`src/rtl/mpc_sample_sched.sv`:
```
// rtl/mpc_sample_sched.sv - control-period scheduler: sample tick, frame latch, solver start and watchdog
module mpc_sample_sched #(
  parameter int PERIOD  = 10000,
  parameter int TIMEOUT = 9000
) (
  input  logic        clk_1,
  input  logic        rst_n,
  input  logic        ce_1,
  input  logic [31:0] meas0_in,
  input  logic [31:0] meas1_in,
  input  logic [31:0] ref_in,
  input  logic        solver_valid,
  input  logic        clr_flags,
  output logic [31:0] meas0_out,
  output logic [31:0] meas1_out,
  output logic [31:0] ref_out,
  output logic        start,
  output logic        busy,
  output logic        overrun,
  output logic        timeout,
  output logic [7:0]  ovr_cnt,
  output logic [15:0] sample_cnt
);

  localparam int PW = (PERIOD > 1) ? $clog2(PERIOD) : 1;
  localparam int BW = (TIMEOUT > 2) ? $clog2(TIMEOUT) : 1;

  typedef enum logic [1:0] {
    S_WAIT,
    S_START,
    S_BUSY
  } state_t;

  state_t        state;
  logic [PW-1:0] pcnt;
  logic [BW-1:0] bcnt;
  logic          tick;
  logic [7:0]    ovr_base;

  assign tick     = ce_1 && (pcnt == PW'(PERIOD - 1));
  assign start    = ce_1 && (state == S_START);
  assign busy     = (state != S_WAIT);
  // Clear is applied first so that a simultaneous overrun still counts from zero.
  assign ovr_base = clr_flags ? 8'd0 : ovr_cnt;

  always_ff @(posedge clk_1 or negedge rst_n) begin
    if (!rst_n) begin
      state      <= S_WAIT;
      pcnt       <= '0;
      bcnt       <= '0;
      meas0_out  <= '0;
      meas1_out  <= '0;
      ref_out    <= '0;
      overrun    <= 1'b0;
      timeout    <= 1'b0;
      ovr_cnt    <= '0;
      sample_cnt <= '0;
    end else if (ce_1) begin
      pcnt <= tick ? '0 : pcnt + 1'b1;

      if (clr_flags) begin
        overrun <= 1'b0;
        timeout <= 1'b0;
        ovr_cnt <= 8'd0;
      end
      if (tick && state != S_WAIT) begin
        overrun <= 1'b1;
        ovr_cnt <= (ovr_base == 8'hFF) ? 8'hFF : ovr_base + 8'd1;
      end

      case (state)
        S_WAIT: begin
          if (tick) begin
            meas0_out <= meas0_in;
            meas1_out <= meas1_in;
            ref_out   <= ref_in;
            state     <= S_START;
          end
        end
        S_START: begin
          bcnt  <= '0;
          state <= S_BUSY;
        end
        S_BUSY: begin
          // bcnt lags the enabled cycles since start by one, so TIMEOUT-2 lands the abort on start+TIMEOUT.
          if (solver_valid) begin
            sample_cnt <= sample_cnt + 16'd1;
            state      <= S_WAIT;
          end else if (bcnt == BW'(TIMEOUT - 2)) begin
            timeout <= 1'b1;
            state   <= S_WAIT;
          end else begin
            bcnt <= bcnt + 1'b1;
          end
        end
        default: state <= S_WAIT;
      endcase
    end
  end

endmodule

```
`config.mk`:
```
export PLATFORM = sky130hd
export DESIGN_NAME = mpc_sample_sched
export DESIGN_NICKNAME = d
export VERILOG_FILES = /design/src/rtl/mpc_sample_sched.sv
export SDC_FILE = /design/constraint.sdc
export NUM_CORES = 1
export LEC_CHECK = 0
export ABC_AREA = 0
export CORE_MARGIN = 3
export CORE_UTILIZATION = 49
export CTS_CLUSTER_DIAMETER = 80
export CTS_CLUSTER_SIZE = 14
export DETAILED_ROUTE_END_ITERATION = 12
export PLACE_DENSITY = 0.85
export SLEW_MARGIN = 40
export SYNTH_ARGS = -nofsm -noshare
export SYNTH_HDL_FRONTEND = slang
export SYNTH_SLANG_ARGS = --single-unit
export TNS_END_PERCENT = 100
```
`constraint.sdc`:
```
create_clock -name clk_1 -period 6.13 [get_ports clk_1]
set_input_delay 1.226 -clock clk_1 [delete_from_list [all_inputs] [get_ports clk_1]]
set_output_delay 1.226 -clock clk_1 [all_outputs]
set_load 0.01 [all_outputs]
```
==> run summary <==
Outcome -> complete, no violations
# DRC -> 0
Final Hold Fails -> 0
Worst path required time -> 4.90 ns
Cell area after synthesis -> 0.00661 mm2
Detail Placement HPWL -> 11800 um
Slew Viols, Final -> 0
Setup TNS -> 0 ns
Cells on worst reg2reg path -> 6
H-tree levels -> 4
Slew @ Worst Pin -> 0.763 ns
IO Pins -> 225
Synth area leaders -> dfrtp_1 (58%), mux2_2 (12%), mux2_4 (6.6%), xnor2_1 (2.0%), nand2_1 (1.9%)
Hold Path End -> overrun
Area Overhead vs Synth -> 45.7%
Final nets -> 835
Port-buffer cells -> 224
Worst Hold Slack -> 0.489 ns
RSZ-0062 raised after global routing -> no
Core area -> 0.0129 mm2
Stages on worst setup path -> 4
Synth top area share -> 0.576
Async S/R FF share, synth -> 1.00
# fillers -> 844
CP Cell Sequence -> clkdlybuf4s50_1 > nand3_1 > inv_2 > clkdlybuf4s50_1
Vias -> 4885
Fraction of layout cells with a size suffix above 1 -> 0.197
Cell taking the most area after synthesis -> dfrtp_1
Sinks on Clock Net -> 152
Syn_area_per_cell -> 13.2 um2
Gpl congestion -> 0.902
Multi-input logic area -> 0.00265 mm2
Critical path class -> input pin to output port
Vias in the first global route -> 5152
HP Start -> overrun
Reg area -> 0.00380 mm2
Initial antenna violation count -> 0
Crit-path most repeated cell -> clkdlybuf4s50_1
TritonRoute pass-1 iters -> 4
Hold depth -> 2
Net Count, Synth -> 608
Max-cap violations -> 0
Count of buffer and inverter cells on the critical path -> 3
Max Clock Skew -> 0.00606 ns
Crit-path leading delay family -> buffers and inverters
Peak supply drop -> 0.164 mV
CP max-delay cell -> clkdlybuf4s50_1
Slew headroom -> 0.492
Clock Tree Root -> clkbuf_16
#FFs+latches synth -> 152
Initial Utilization -> 0.513
Avg WL per Cell -> 18.0 um
Total Routing Usage GR -> 0.224
Final setup violation count -> 0
Die ar. -> 0.0149 mm2
Max Buffers Root-to-Sink -> 2
Worst-path maximum fanout -> 21
Routed WL -> 16400 um
ANT cells -> 0
# rows -> 41
Die width -> 122 um
Fmax -> 0.212 GHz
Post-CTS setup buffer count -> 0
CTS buffer count -> 17
R2R Path End -> meas0_out[28]
Power per cell area -> 246 mW/mm2
Synth top cells by count -> dfrtp_1 (152), mux2_2 (68), nand2_1 (33), mux2_4 (29), inv_1 (18)
Seq/Total Area, Yosys -> 0.576
TritonCTS clock tree -> yes
Most frequent cell after synthesis -> dfrtp_1
DR iter-0 viols -> 370
Synth warn -> 0
Grt ovf -> 0
Static leakage -> 4.50 nW
Final worst path period need -> 4.71 ns
Vias/cell -> 5.35
Die Y-Extent -> 122 um
Worst hold path class -> flip-flop to flip-flop
Largest net degree at the start of global routing -> 103
Synth Flop Type -> dfrtp_1
Final Cycle Share -> 0.768
Post-cts resize count -> 0
Clock slew at reported path FFs -> 0.06 ns
EDFF count, synth -> 0
Post-route ant nets -> 0
CP endpoint kind -> output port
Clock Latency Late Sink -> 0.42 ns
Syn Inst Count -> 502
Global-route wire length before repair -> 26000 um
Reg2reg setup slack -> 3.24 ns
# hold bufs at CTS -> 0
Launch point of the worst reg-to-reg path -> pcnt[0]
Worst path max stage delay -> 0.87 ns
Synth cell types -> 55
Finished Core Util -> 0.748
WP data arrival -> 3.48 ns
CP Launch Type -> input pin
routing by layer:
| layer | global-route usage | routed length (um) |
|---|---|---|
| met4 | 0.0875 | 495 |
| met5 | 0 | 0 |
| met2 | 0.383 | 8290 |
| met3 | 0.0761 | 1390 |
| met1 | 0.260 | 6220 |
layout by cell type (no fill, tap or decap), types with 2 or more instances in the layout:
master,synthesis,final
bufinv_16,0,3
or2_2,6,6
or3_1,5,5
xor2_1,13,13
inv_1,18,18
xnor2_1,15,15
mux2_2,68,68
nand4_1,9,9
nor3_1,5,5
a21oi_1,5,5
clkinvlp_4,0,3
clkdlybuf4s50_1,0,223
and2_1,2,2
mux2_4,29,29
clkbuf_1,11,3
nor2b_1,2,2
o211ai_1,9,9
o2111ai_1,2,2
a2111oi_0,2,2
nand3_1,17,17
or4_4,2,2
nand2_1,33,33
and3_1,8,8
mux2i_1,6,6
a31oi_1,2,2
o22ai_1,2,2
clkbuf_8,1,5
clkbuf_16,0,17
nor4_2,2,2
dfrtp_1,152,152
nor2_1,17,17
or4_1,5,5
o21ai_0,11,11
and4_1,7,7
ha_1,5,5
nor4_1,5,4
worst max-delay path by stage:
stage	startpoint	end	slack, ns
floorplan	ce_1	start	2.86
global placement	ce_1	start	1.50
detailed placement	ce_1	start	1.44
CTS	ce_1	start	1.43
global route	ce_1	start	1.27
finish	ce_1	start	1.42
flip-flops by register name, indices dropped and copies added (netlist names):
signal and cells:
meas0_out 32, state 2, timeout 1, bcnt 14
sample_cnt 16, pcnt 14, ovr_cnt 8, meas1_out 32
ref_out 32, overrun 1
cell families after synthesis:
family,count (synthesis),share of synthesized area
and+or+nand+nor,135,0.117
xor gates and xnor gates,28,0.0371
buffers and inverters,37,0.0273
DFF,152,0.576
muxes,103,0.191
AOI/OAI and AO/OA,42,0.0428
adders and majority gates,5,0.00947
worst reg2reg max path: stages (launching register included):
cell and delay [ns]:
dfrtp_1 0.39, ha_1 0.20, nand4_1 0.30, nor4_2 0.47, nand3_4 0.57, buf_12 0.48, mux2_4 0.37
per-stage QoR:
step / worst slack, ns / instances / total power (W) / instance area (um2)
after floorplan: 2.86 / 502 / 0.00118 / 6610
after global placement: 1.50 / 882 / 0.00129 / 8990
after detailed placement: 1.44 / 882 / 0.00130 / 9000
after CTS: 1.43 / 913 / 0.00239 / 9620
after global routing: 1.27 / 913 / 0.00247 / 9630
final: 1.42 / 913 / 0.00237 / 9630
report_power, final:
| part | internal [W] | total (W) | leakage (nW) | switching, W |
|---|---|---|---|---|
| Clock | 0.000693 | 0.00108 | 0.292 | 0.000391 |
| Sequential | 0.00104 | 0.00108 | 2.08 | 0.0000451 |
| Combinational | 0.000114 | 0.000204 | 2.12 | 0.0000897 |
| Total | 0.00185 | 0.00237 | 4.50 | 0.000526 |
cell type report:
class                           instances  area share
Clock inverter                          6      0.0117
Sequential cell                       152       0.395
Tap cell                              172      0.0224
Clock buffer                           25      0.0525
Timing Repair Buffer                  226       0.236
Multi-Input combinational cell        313       0.275
Inverter                               19     0.00741
Note: power is estimated with default switching activity, not from simulation.
